==> src/rtl/parking_slot_counter.sv <==
`default_nettype none
// ============================================================================
// Module      : parking_slot_counter
// Description : Parking lot occupancy controller. Synchronizes the raw entry
//               and exit car sensors, detects rising edges, latches one
//               pending request per sensor, and runs a small gate FSM that
//               strobes the entry/exit barriers while keeping the free-slot
//               count as two BCD digits for the seven-segment decoders.
//
// Parameters  : CAPACITY    - total slots (1..99), reset value of free count
//               GATE_CYCLES - clock cycles a gate strobe stays high (1..255)
//
// Build macro : PARK_ALARM_EN - when defined, a refused entry raises 'alarm'
//               for GATE_CYCLES cycles (retriggerable). When undefined,
//               'alarm' is tied low and no alarm timer is built.
//
// Ports       : clk          in   system clock
//               rst_n        in   asynchronous active-low reset
//               entry_sensor in   raw car-present level at entry (async)
//               exit_sensor  in   raw car-present level at exit (async)
//               free_tens    out  BCD tens digit of free slots
//               free_ones    out  BCD ones digit of free slots
//               full         out  free count == 0
//               empty        out  free count == CAPACITY
//               entry_gate   out  entry barrier open strobe
//               exit_gate    out  exit barrier open strobe
//               deny         out  one-cycle pulse, entry refused (lot full)
//               alarm        out  refused-entry alarm (PARK_ALARM_EN only)
//
// Revision    : 1.0 - initial release
// ============================================================================
module parking_slot_counter #(
  parameter int CAPACITY    = 20,
  parameter int GATE_CYCLES = 8
) (
  input  logic       clk,
  input  logic       rst_n,
  input  logic       entry_sensor,
  input  logic       exit_sensor,
  output logic [3:0] free_tens,
  output logic [3:0] free_ones,
  output logic       full,
  output logic       empty,
  output logic       entry_gate,
  output logic       exit_gate,
  output logic       deny,
  output logic       alarm
);

  localparam logic [3:0] c_cap_tens  = 4'(CAPACITY / 10);
  localparam logic [3:0] c_cap_ones  = 4'(CAPACITY % 10);
  localparam logic [7:0] c_gate_load = 8'(GATE_CYCLES - 1);

  typedef enum logic [1:0] {
    IDLE       = 2'd0,
    ENTRY_OPEN = 2'd1,
    EXIT_OPEN  = 2'd2
  } state_t;

  // --------------------------------------------------------------------------
  // Sensor synchronizers: [0]=sync1, [1]=sync2, [2]=edge-detect delay flop
  // --------------------------------------------------------------------------
  logic [2:0] r_entry_sync;
  logic [2:0] r_exit_sync;
  logic       w_entry_rise;
  logic       w_exit_rise;

  always_ff @(posedge clk or negedge rst_n) begin
    if (!rst_n) begin
      r_entry_sync <= 3'b000;
      r_exit_sync  <= 3'b000;
    end else begin
      r_entry_sync <= {r_entry_sync[1:0], entry_sensor};
      r_exit_sync  <= {r_exit_sync[1:0], exit_sensor};
    end
  end

  assign w_entry_rise = r_entry_sync[1] & ~r_entry_sync[2];
  assign w_exit_rise  = r_exit_sync[1]  & ~r_exit_sync[2];

  // --------------------------------------------------------------------------
  // State registers
  // --------------------------------------------------------------------------
  state_t     r_state;
  state_t     w_state_next;
  logic [7:0] r_timer;
  logic [7:0] w_timer_next;
  logic       r_entry_pend;
  logic       r_exit_pend;
  logic       w_entry_clr;
  logic       w_exit_clr;
  logic [3:0] r_tens;
  logic [3:0] r_ones;
  logic [3:0] w_tens_next;
  logic [3:0] w_ones_next;
  logic       r_full;
  logic       r_empty;
  logic       w_full_next;
  logic       w_empty_next;
  logic       r_entry_gate;
  logic       r_exit_gate;
  logic       r_deny;
  logic       w_deny_next;
  logic       w_inc;
  logic       w_dec;

  // --------------------------------------------------------------------------
  // Next-state, count arithmetic and output decode
  // --------------------------------------------------------------------------
  always_comb begin
    w_state_next = r_state;
    w_timer_next = r_timer;
    w_entry_clr  = 1'b0;
    w_exit_clr   = 1'b0;
    w_deny_next  = 1'b0;
    w_inc        = 1'b0;
    w_dec        = 1'b0;
    w_tens_next  = r_tens;
    w_ones_next  = r_ones;
    w_full_next  = r_full;
    w_empty_next = r_empty;

    case (r_state)
      IDLE: begin
        // Exit is looked at first so a full lot frees a slot before the
        // waiting entry is evaluated on the following IDLE cycle.
        if (r_exit_pend) begin
          w_exit_clr = 1'b1;
          if (!r_empty) begin
            w_state_next = EXIT_OPEN;
            w_timer_next = c_gate_load;
            w_inc        = 1'b1;
          end
        end else if (r_entry_pend) begin
          w_entry_clr = 1'b1;
          if (!r_full) begin
            w_state_next = ENTRY_OPEN;
            w_timer_next = c_gate_load;
            w_dec        = 1'b1;
          end else begin
            w_deny_next = 1'b1;
          end
        end
      end
      ENTRY_OPEN, EXIT_OPEN: begin
        if (r_timer == 8'd0) begin
          w_state_next = IDLE;
        end else begin
          w_timer_next = r_timer - 8'd1;
        end
      end
      default: begin
        w_state_next = IDLE;
      end
    endcase

    // The FSM guards guarantee the count stays within 0..CAPACITY, so only
    // the ones-digit wrap needs handling here.
    if (w_inc) begin
      if (r_ones == 4'd9) begin
        w_ones_next = 4'd0;
        w_tens_next = r_tens + 4'd1;
      end else begin
        w_ones_next = r_ones + 4'd1;
      end
      w_full_next  = 1'b0;
      w_empty_next = ({w_tens_next, w_ones_next} == {c_cap_tens, c_cap_ones});
    end else if (w_dec) begin
      if (r_ones == 4'd0) begin
        w_ones_next = 4'd9;
        w_tens_next = r_tens - 4'd1;
      end else begin
        w_ones_next = r_ones - 4'd1;
      end
      w_empty_next = 1'b0;
      w_full_next  = ({w_tens_next, w_ones_next} == 8'd0);
    end
  end

  always_ff @(posedge clk or negedge rst_n) begin
    if (!rst_n) begin
      r_state      <= IDLE;
      r_timer      <= 8'd0;
      r_entry_pend <= 1'b0;
      r_exit_pend  <= 1'b0;
      r_tens       <= c_cap_tens;
      r_ones       <= c_cap_ones;
      r_full       <= 1'b0;
      r_empty      <= 1'b1;
      r_entry_gate <= 1'b0;
      r_exit_gate  <= 1'b0;
      r_deny       <= 1'b0;
    end else begin
      r_state      <= w_state_next;
      r_timer      <= w_timer_next;
      // A fresh edge wins over a same-cycle clear: it is a new request.
      r_entry_pend <= w_entry_rise | (r_entry_pend & ~w_entry_clr);
      r_exit_pend  <= w_exit_rise  | (r_exit_pend  & ~w_exit_clr);
      r_tens       <= w_tens_next;
      r_ones       <= w_ones_next;
      r_full       <= w_full_next;
      r_empty      <= w_empty_next;
      r_entry_gate <= (w_state_next == ENTRY_OPEN);
      r_exit_gate  <= (w_state_next == EXIT_OPEN);
      r_deny       <= w_deny_next;
    end
  end

  assign free_tens  = r_tens;
  assign free_ones  = r_ones;
  assign full       = r_full;
  assign empty      = r_empty;
  assign entry_gate = r_entry_gate;
  assign exit_gate  = r_exit_gate;
  assign deny       = r_deny;

  // --------------------------------------------------------------------------
  // Refused-entry alarm
  // --------------------------------------------------------------------------
`ifdef PARK_ALARM_EN
  logic [7:0] r_alarm_timer;

  always_ff @(posedge clk or negedge rst_n) begin
    if (!rst_n) begin
      r_alarm_timer <= 8'd0;
    end else if (w_deny_next) begin
      r_alarm_timer <= 8'(GATE_CYCLES);
    end else if (r_alarm_timer != 8'd0) begin
      r_alarm_timer <= r_alarm_timer - 8'd1;
    end
  end

  assign alarm = (r_alarm_timer != 8'd0);
`else
  assign alarm = 1'b0;
`endif

endmodule
`default_nettype wire

==> config.mk <==
export PLATFORM = sky130hd
export DESIGN_NAME = parking_slot_counter
export DESIGN_NICKNAME = d
export VERILOG_FILES = /design/src/rtl/parking_slot_counter.sv
export SDC_FILE = /design/constraint.sdc
export NUM_CORES = 1
export LEC_CHECK = 0
export BUFFER_PORTS_ARGS = -buffer_cell sky130_fd_sc_hd__buf_2
export CORE_AREA = 2 2 81 60
export CTS_CLUSTER_SIZE = 8
export DETAILED_ROUTE_END_ITERATION = 16
export DIE_AREA = 0 0 83 62
export GPL_ROUTABILITY_DRIVEN = 0
export SLEW_MARGIN = 10
export SYNTH_ARGS = -nofsm -noshare
export SYNTH_HDL_FRONTEND = slang
export SYNTH_SLANG_ARGS = --single-unit
==> constraint.sdc <==
create_clock -name clk -period 5.3 [get_ports clk]
set_input_delay 0 -clock clk [delete_from_list [all_inputs] [get_ports clk]]
set_output_delay 0 -clock clk [all_outputs]
set_load 0.05 [all_outputs]
==> results by group, run 1 <==
Final layout
  • Core Util, Final: 0.4366
  • Commonest cells after routing, fill and taps aside: dfrtp_1, buf_2, nand2_1, nor2_1, inv_1
  • Nets: 195
  • Share of layout cells above drive strength 1: 0.1872
  • Antenna fix cells: 0
  • Area grow syn2layout: 15.29%
  • Commonest non-fill, non-tap cell in the layout: dfrtp_1
  • Fill cells: 426

Drt
  • Vias: between 1,000 and 1,500
  • Vias per Instance: between 5 and 6
  • DRC errors left: 0
  • Antenna viol nets, final: 0
  • DR pass1 iterations: 4
  • Final wirelength: 3.243 mm
  • DR WL/cell: about 13 um
  • DR iter-0 viols: 150

Global route
  • Vias in the first global route: about 1,200
  • Global-route wire length before repair: roughly 6 mm
  • Overflow after GRT: 0
  • Global Route Usage Sum: 0.1468
  • Largest net degree at the start of global routing: 32
  • Antenna violations before repair: 0

Synth
  • Yosys warns: 0
  • Post-synth EDFFs: 0
  • Synth Instances: 169
  • Unique masters post-synth: between 50 and 60
  • Mapped Area: 1702 um2
  • Avg Inst Size Synth: 10.07 um2
  • Net Count, Synth: 178
  • Post-synth top flop: dfrtp_1
  • Post-synthesis register bit count: 31
  • Async S/R FF share, synth: 1.000
  • Seq/Total Area, Yosys: 0.4574

Clock tree
  • Post-CTS setup buffer count: 0
  • # hold bufs at CTS: 3
  • Worst-path clk slew: about 0.07 ns
  • Total CTS buffers: 5
  • Clock sink total: 31
  • H-tree levels: 2
  • Resize count post-CTS: 0
  • Clock Latency Late Sink: about 0.28 ns
  • CTS tree: done
  • Root Driver: clkbuf_8
  • Max Buffers Root-to-Sink: 2

Power and ir drop
  • Clock Power Share: 0.176
  • Seq pwr share: 0.333
  • Worst IR Drop VDD: ~0.23 mV
  • Sw frac: 0.4637
  • Leak: just under 0.9 nW
  • Pwr dens: about 700 nW/um2
  • Pint: between 0.7 and 0.8 mW
  • Combinational share of power: 0.491
  • Sw Pwr: 0.6280 mW

Worst setup path
  • Top delay family on crit path: simple AND/OR/NAND/NOR gates
  • Crit start category: flip-flop
  • CP endpoint kind: flip-flop
  • Worst reg2reg path depth: 6
  • Crit-path cells: inv_1, ha_1, nand4bb_1, nor3_1, a2bb2oi_1, xnor2_1
  • Worst Setup SP: r_state[1]
  • Largest stage delay, worst path: around 0.56 ns
  • CP max FO: 9
  • WP data required: around 5.5 ns
  • R2R Setup Slk: 3.15 ns
  • Worst r2r src: r_state[1]
  • Slowest-stage cell, CP: nor3_1
  • Arrival @ worst endpoint: 2.30 ns
  • Crit Path Class: flip-flop to flip-flop
  • Worst reg2reg path endpoint: free_tens[2]
  • Crit path buffers/inverters: 1

Timing
  • Final hold vios: 0
  • RSZ-0062 raised after global routing: false
  • Period Utilization, post-route: 0.4053
  • Period minus WS final: 2.148 ns
  • Slew HR: 0.5383
  • Post-route setup TNS: 0 ns
  • Clock skew: between 0.004 and 0.005 ns
  • Worst-margin pin slew: 0.6832 ns
  • Slew Viols, Final: 0
  • Final setup viols: 0
  • Highest clock rate: 0.4655 GHz

Place
  • Dpl hpwl: ~2.3 mm
  • Port buffer count: 16

Floorplan
  • Num ports: 18
  • Site row count: 21
  • Starting density of the core: 0.3787
  • Core region area: approximately 4500 um2
  • Die Width: between 80 and 90 um
  • Die Height: ~62 um
  • Die area: just over 5000 um2

Hold path
  • Worst min path class: input pin to asynchronous set/reset pin

Status
  • Outcome: finished, final reports clean

Run
  • Max Cap Violations: 0
-- synth_stat cells, types with 3 or more instances --
| cell type | count | area [um2] |
|---|---|---|
| and2_1 | 3 | 18.77 |
| xnor2_1 | 5 | 43.79 |
| dfrtp_1 | 29 | 725.7 |
| clkbuf_1 | 7 | 26.28 |
| nand3_1 | 3 | 15.01 |
| inv_1 | 10 | 37.54 |
| o21ai_0 | 8 | 40.04 |
| nor2_1 | 13 | 48.80 |
| ha_1 | 5 | 62.56 |
| nor3_1 | 7 | 35.03 |
| nand2_1 | 15 | 56.30 |
| nor4_1 | 3 | 18.77 |
| mux2i_1 | 5 | 50.05 |
| a21oi_1 | 4 | 20.02 |
-- per-stage QoR --
step,hold WS (ns),std cells,worst slack [ns],power (mW),area (um2)
2_1_floorplan,-0.2956,169,3.361,0.9812,1702
3_3_place_gp,0.07275,233,3.264,1.099,1814
3_5_place_dp,0.08525,233,3.165,1.116,1814
4_1_cts,0.3136,244,3.159,1.362,1962
5_1_grt,0.3419,244,2.841,1.466,1962
6_report,0.2822,244,3.152,1.354,1962
-- kinds of logic (layout without fill, tap and decap cells) --
| group | Yosys count | in the layout | synth area share |
|---|---|---|---|
| and+or+nand+nor | 66 | 66 | 0.2228 |
| xor gates and xnor gates | 6 | 6 | 0.03088 |
| DFF | 31 | 31 | 0.4574 |
| buffers and inverters | 19 | 37 | 0.04486 |
| adders and majority gates | 5 | 5 | 0.03676 |
| muxes | 6 | 6 | 0.03603 |
| other | 1 | 1 | 0.002204 |
| AOI/OAI and AO/OA | 35 | 35 | 0.1691 |
-- power groups by stage --
stage | combinational, mW | sequential (mW) | clock (mW)
detailed placement | 0.662 | 0.453 | 0
global route | 0.733 | 0.472 | 0.261
floorplan | 0.454 | 0.528 | 0
finish | 0.665 | 0.451 | 0.239
CTS | 0.667 | 0.450 | 0.246
global placement | 0.656 | 0.444 | 0
-- registers in the layout (all words and copies together), names as in the netlist --
name / count
r_entry_sync: 3
exit_gate: 1
empty: 1
deny: 1
r_entry_pend: 1
r_exit_pend: 1
r_state: 2
r_exit_sync: 3
entry_gate: 1
free_ones: 4
full: 1
r_timer: 8
free_tens: 4
-- area by class of cell --
cell class,instances,area [um2],share of cell area
well taps,57,71.32,0.03635
repair buffers,19,110.1,0.05612
inverters,10,37.54,0.01913
clock buffers,6,82.58,0.04209
clock inverters,2,35.03,0.01786
multi-input cells,119,847.1,0.4318
flip-flops and latches,31,778.2,0.3967
-- layer usage --
layer,track usage,vias up,wire (um)
met3,0.05284,4,97
met5,0,-,0
met4,0.07494,0,48
met2,0.2131,22,1459
met1,0.1968,626,1637
li1,-,643,-
-- how the worst max path moves through the flow --
stage / to / slack (ns) / cells after the start
2_1_floorplan: free_tens[3] / 3.36 / 5
3_3_place_gp: r_timer[0] / 3.26 / 6
3_5_place_dp: free_tens[2] / 3.17 / 6
4_1_cts: free_tens[2] / 3.16 / 6
5_1_grt: free_tens[2] / 2.84 / 6
6_report: free_tens[2] / 3.15 / 6
Power figures use the tool's default switching activity.
==> run 2: changes to the inputs <==
clock period = 1.75 ns   (was 5.3 ns; I/O delays follow)
==> run 2 against run 1 <==
  * The flow now finishes with violations (negative setup slack)
  * Non-clock buffer count is 24 higher
  * Critical path type unchanged
  * Clock power rose by 140%
  * Sequential share of layout area fell by 3.6 points
  * Combinational power increased to 4.0 times the previous value
==> results by group, run 2 (synthesized netlist as in run 1, its figures left out) <==
Timing
  • Clock skew: about 0.0073 ns
  • Final hold vios: 0
  • Worst-margin pin slew: roughly 0.71 ns
  • Highest clock rate: 0.5134 GHz
  • Slew Viols, Final: 0
  • RSZ-0062 raised after global routing: true
  • Final setup viols: 9
  • Setup WS post-layout: -0.1978 ns
  • Period Utilization, post-route: 1.113
  • Period minus WS final: roughly 1.9 ns
  • Slew HR: 0.5262
  • Post-route setup TNS: -1.434 ns

Drt
  • Final wirelength: 3.642 mm
  • Vias: 1,371
  • DR iter-0 viols: 73
  • DRC errors left: 0
  • Antenna viol nets, final: 0
  • DR pass1 iterations: 4
  • DR WL/cell: 13.59 um
  • Vias per Instance: 5.116

Clock tree
  • Clock sink total: 31
  • Max Buffers Root-to-Sink: 2
  • Clock Latency Late Sink: 0.29 ns
  • CTS tree: done
  • Worst-path clk slew: approximately 0.07 ns
  • Root Driver: clkbuf_8
  • Total CTS buffers: 5
  • H-tree levels: 2

Global route
  • Global Route Usage Sum: 0.1508
  • Global-route wire length before repair: 5.961 mm
  • Overflow after GRT: 0
  • Vias in the first global route: roughly 1,200
  • Largest net degree at the start of global routing: 32
  • Antenna violations before repair: 0

Place
  • Post-DP Area: about 2000 um2
  • Dpl hpwl: ~2.6 mm
  • Port buffer count: 16
  • DP Cell Count: around 250

Final layout
  • Share of layout cells above drive strength 1: 0.3270
  • Max reg flops: 8
  • Reg with most FFs: r_timer
  • Nets: approximately 220
  • Commonest cells after routing, fill and taps aside: dfrtp_1, buf_4, buf_2, nand2_1, nor2_1
  • Antenna fix cells: 0
  • Non-filler cells, final: around 270
  • Register area: just under 800 um2
  • Fill cells: 409
  • Area grow syn2layout: 27.28%
  • Commonest non-fill, non-tap cell in the layout: dfrtp_1
  • Area of the multi-input gates: 893.4 um2
  • Design Area, Final: 2166 um2

Floorplan
  • Die Width: 83 um
  • Site row count: 21
  • Num ports: 18
  • Die Height: 62 um
  • Core region area: approximately 4500 um2
  • Starting density of the core: 0.3787
  • Die area: 5146 um2

Worst setup path
  • Crit start category: flip-flop
  • WP data required: slightly below 2 ns
  • Crit-path cells: inv_2, ha_4, or4b_4, o41a_4, a2bb2oi_4, nor3b_2
  • Crit path buffers/inverters: 1
  • Arrival @ worst endpoint: about 2.2 ns
  • CP endpoint kind: flip-flop
  • Slowest-stage cell, CP: or4b_4
  • CP max FO: 8
  • Top delay family on crit path: simple AND/OR/NAND/NOR gates
  • Crit Path Class: flip-flop to flip-flop
  • Largest stage delay, worst path: 0.46 ns

Power and ir drop
  • Pwr dens: 2048 nW/um2
  • Worst IR Drop VDD: just over 0.7 mV
  • Leak: approximately 0.99 nW

Status
  • Outcome: finished, violations left
  • Failing checks: negative setup slack

Run
  • Max Cap Violations: 0

Hold path
  • Worst min path class: input pin to asynchronous set/reset pin
[run 2: cell types whose count changed in the layout (fill, tap and decap cells not counted), sizes merged]
| cell | before | now |
|---|---|---|
| clkbuf | 6 | 7 |
| buf | 16 | 40 |
| bufinv | 1 | 0 |
[run 2: report_power, final]
part	total [mW]	switching [mW]	internal, mW
clock network	0.580	0.263	0.317
logic	2.63	1.53	1.10
registers	1.22	0.249	0.975
[run 2: final timing paths]
kind / start / to / slack, ns / depth (start not counted)
max in group asynchronous: rst_n / free_ones[3] / 0.95 / 2
worst min-delay path: rst_n / free_ones[1] / 0.30 / 2
worst min register to register: r_exit_sync[0] / r_exit_sync[1] / 0.35 / 0
worst max register to register: r_timer[0] / entry_gate / -0.20 / 6
min in group clk: exit_sensor / r_exit_sync[0] / 0.35 / 2
worst max-delay path: r_timer[0] / entry_gate / -0.20 / 6
[run 2: per-layer routing]
metal,global-route usage,part of all wire
met5,0,0
met1,0.2034,0.50
met2,0.2270,0.44
met3,0.05416,0.052
met4,0.05621,0.015
[run 2: area by class of cell]
class                      instances  area share
clock buffer                       7     0.03986
clock inverter                     1    0.002311
inverter                          10     0.01733
multi-input combinational        119      0.4125
sequential                        31      0.3611
tap                               57     0.03293
timing repair buffer              43      0.1340
[run 2: metrics by stage]
| stage | hold WS (ns) | util | power [mW] | setup WS [ns] |
|---|---|---|---|---|
| 4_1_cts | 0.3240 | 0.4756 | 4.393 | -0.1977 |
| 3_5_place_dp | 0.08766 | 0.4447 | 3.746 | -0.2236 |
| 6_report | 0.3022 | 0.4820 | 4.435 | -0.1978 |
| 2_1_floorplan | -0.2956 | - | 3.015 | -0.1627 |
| 5_1_grt | 0.3436 | 0.4820 | 4.782 | -0.2702 |
| 3_3_place_gp | 0.08265 | 0.4447 | 3.668 | -0.1648 |
[run 2: repair_timing]
action | in CTS | in global routing
endpoints found under the setup margin | 9 | 14
resized for setup | 3 | 4
hold endpoints to repair | 31 | 0
hold buffers | 3 | 0
pin swaps | 0 | 0
setup buffers | 1 | 2
==> run 3: changes to the inputs <==
BUFFER_PORTS_ARGS = not set   (was -buffer_cell sky130_fd_sc_hd__buf_2)
DONT_BUFFER_PORTS = 1   (was not set)
TNS_END_PERCENT = 30   (was not set)
==> run 3 against run 2 <==
  * Core utilization increased by 0.19 points
  * Sequential share of layout area decreased by 0.20 points
  * Global-route usage increased by 0.42 points
  * The run still ends with negative setup slack left
  * Cell count decreased by 3.0%
  * Clock power increased by 22%
==> results by group, run 3 (synthesized netlist as in run 1, its figures left out) <==
Floorplan
  • Core region area: 4493 um2
  • Site row count: 21
  • Die area: approximately 5100 um2
  • Die Height: 62 um
  • Starting density of the core: 0.3787
  • Num ports: 18
  • Die Width: ~83 um

Power and ir drop
  • Pwr Total: 4.600 mW
  • Worst IR Drop VDD: 0.7740 mV
  • Leak: 0.9723 nW
  • Pwr dens: roughly 2100 nW/um2

Global route
  • Global-route wire length before repair: 6.127 mm
  • Overflow after GRT: 0
  • Met2 Use GR: 0.2385
  • GR Layer Usage met1: 0.2102
  • Global Route Usage Sum: 0.1550
  • GRT busiest layer: met2
  • GRT met3 Usage: 0.03699
  • Largest net degree at the start of global routing: 32
  • Vias in the first global route: 1,289
  • Antenna violations before repair: 0

Status
  • Failing checks: negative setup slack
  • Outcome: finished, violations left

Place
  • DP Cell Count: 242
  • Place WS: -0.2587 ns
  • Dpl hpwl: 2.739 mm
  • Port buffer count: 0

Timing
  • Final setup viols: 9
  • Period Utilization, post-route: 1.128
  • Setup WS post-layout: -0.2247 ns
  • WHS: 0.1743 ns
  • Slew Viols, Final: 0
  • Highest clock rate: approximately 0.51 GHz
  • Final hold vios: 0
  • Clock skew: 0.003455 ns
  • Period minus WS final: between 1.5 and 2 ns
  • RSZ-0062 raised after global routing: true

Drt
  • DR iter-0 viols: 130
  • DR WL/cell: 14.77 um
  • Vias per Instance: between 5 and 6
  • Antenna viol nets, final: 0
  • DRC errors left: 0
  • Final wirelength: around 3.8 mm
  • DR pass1 iterations: 4
  • Vias: 1,376

Final layout
  • Share of layout cells above drive strength 1: 0.2956
  • Antenna fix cells: 0
  • Non-filler cells, final: 260
  • Commonest non-fill, non-tap cell in the layout: buf_4
  • Max reg flops: 8
  • Reg with most FFs: r_timer
  • Area grow syn2layout: 27.79%
  • Commonest cells after routing, fill and taps aside: buf_4, dfrtp_1, nand2_1, nor2_1, inv_1
  • Nets: approximately 210

Worst setup path
  • Slowest-stage cell, CP: or4b_4
  • WP data required: 1.96 ns
  • CP max FO: 8
  • Largest stage delay, worst path: around 0.47 ns
  • Arrival @ worst endpoint: around 2.2 ns
  • Crit start category: flip-flop
  • CP endpoint kind: flip-flop
  • Crit path buffers/inverters: 1
  • Crit-path cells: inv_2, ha_4, or4b_4, o41a_4, a2bb2oi_4, nor3b_2
  • Top delay family on crit path: simple AND/OR/NAND/NOR gates
  • Crit Path Class: flip-flop to flip-flop

Clock tree
  • CTS tree: done
  • Clock sink total: 31
  • H-tree levels: 2
  • Clock Latency Late Sink: about 0.29 ns
  • Max Buffers Root-to-Sink: 2
  • Root Driver: clkbuf_8
  • Total CTS buffers: 5
  • Worst-path clk slew: ~0.070 ns

Run
  • Max Cap Violations: 0

Hold path
  • Worst min path class: input pin to asynchronous set/reset pin
==> run 3: report_power, final <==
group | switching (mW) | internal (mW) | total, mW
clock network | 0.284 | 0.423 | 0.707
logic | 1.55 | 1.11 | 2.66
registers | 0.259 | 0.971 | 1.23
==> run 3: final timing paths <==
| check | startpoint | end | slack (ns) | depth (start not counted) |
|---|---|---|---|---|
| worst min-delay path | rst_n | free_ones[0] | 0.17 | 2 |
| min in group clk | entry_sensor | r_entry_sync[0] | 0.26 | 1 |
| max in group asynchronous | rst_n | free_tens[1] | 1.33 | 2 |
| worst min register to register | r_entry_sync[0] | r_entry_sync[1] | 0.35 | 0 |
| worst max-delay path | r_timer[1] | entry_gate | -0.22 | 6 |
| worst max register to register | r_timer[1] | entry_gate | -0.22 | 6 |
==> run 3: what timing repair did <==
action	4_1_cts	5_1_grt
resized for setup	6	2
hold buffers	4	0
hold endpoints to repair	33	0
pin swaps	6	2
buffers inserted	3	3
endpoints found under the setup margin	10	11
==> run 3: layout make-up <==
| cell class | count | area (um2) |
|---|---|---|
| clock buffers | 5 | 68.82 |
| clock inverters | 3 | 43.79 |
| fillers | 399 | 2318 |
| inverters | 10 | 37.54 |
| multi-input cells | 119 | 889.6 |
| flip-flops and latches | 31 | 780.7 |
| well taps | 57 | 71.32 |
| repair buffers | 35 | 282.8 |
==> run 3: stage by stage <==
| step | cell area [um2] | utilization | TNS, ns |
|---|---|---|---|
| final | 2175 | 0.4840 | -1.632 |
| after global routing | 2175 | 0.4840 | -2.030 |
| after CTS | 2141 | 0.4765 | -1.984 |
| after detailed placement | 1936 | 0.4308 | -1.931 |
| after global placement | 1936 | 0.4308 | -1.110 |
| after floorplan | 1715 | - | -1.626 |
==> run 3: layer usage <==
metal	part of all wire	routed length, um
met4	0.015	57
met1	0.49	1895
met2	0.44	1671
met5	0	0
met3	0.056	216
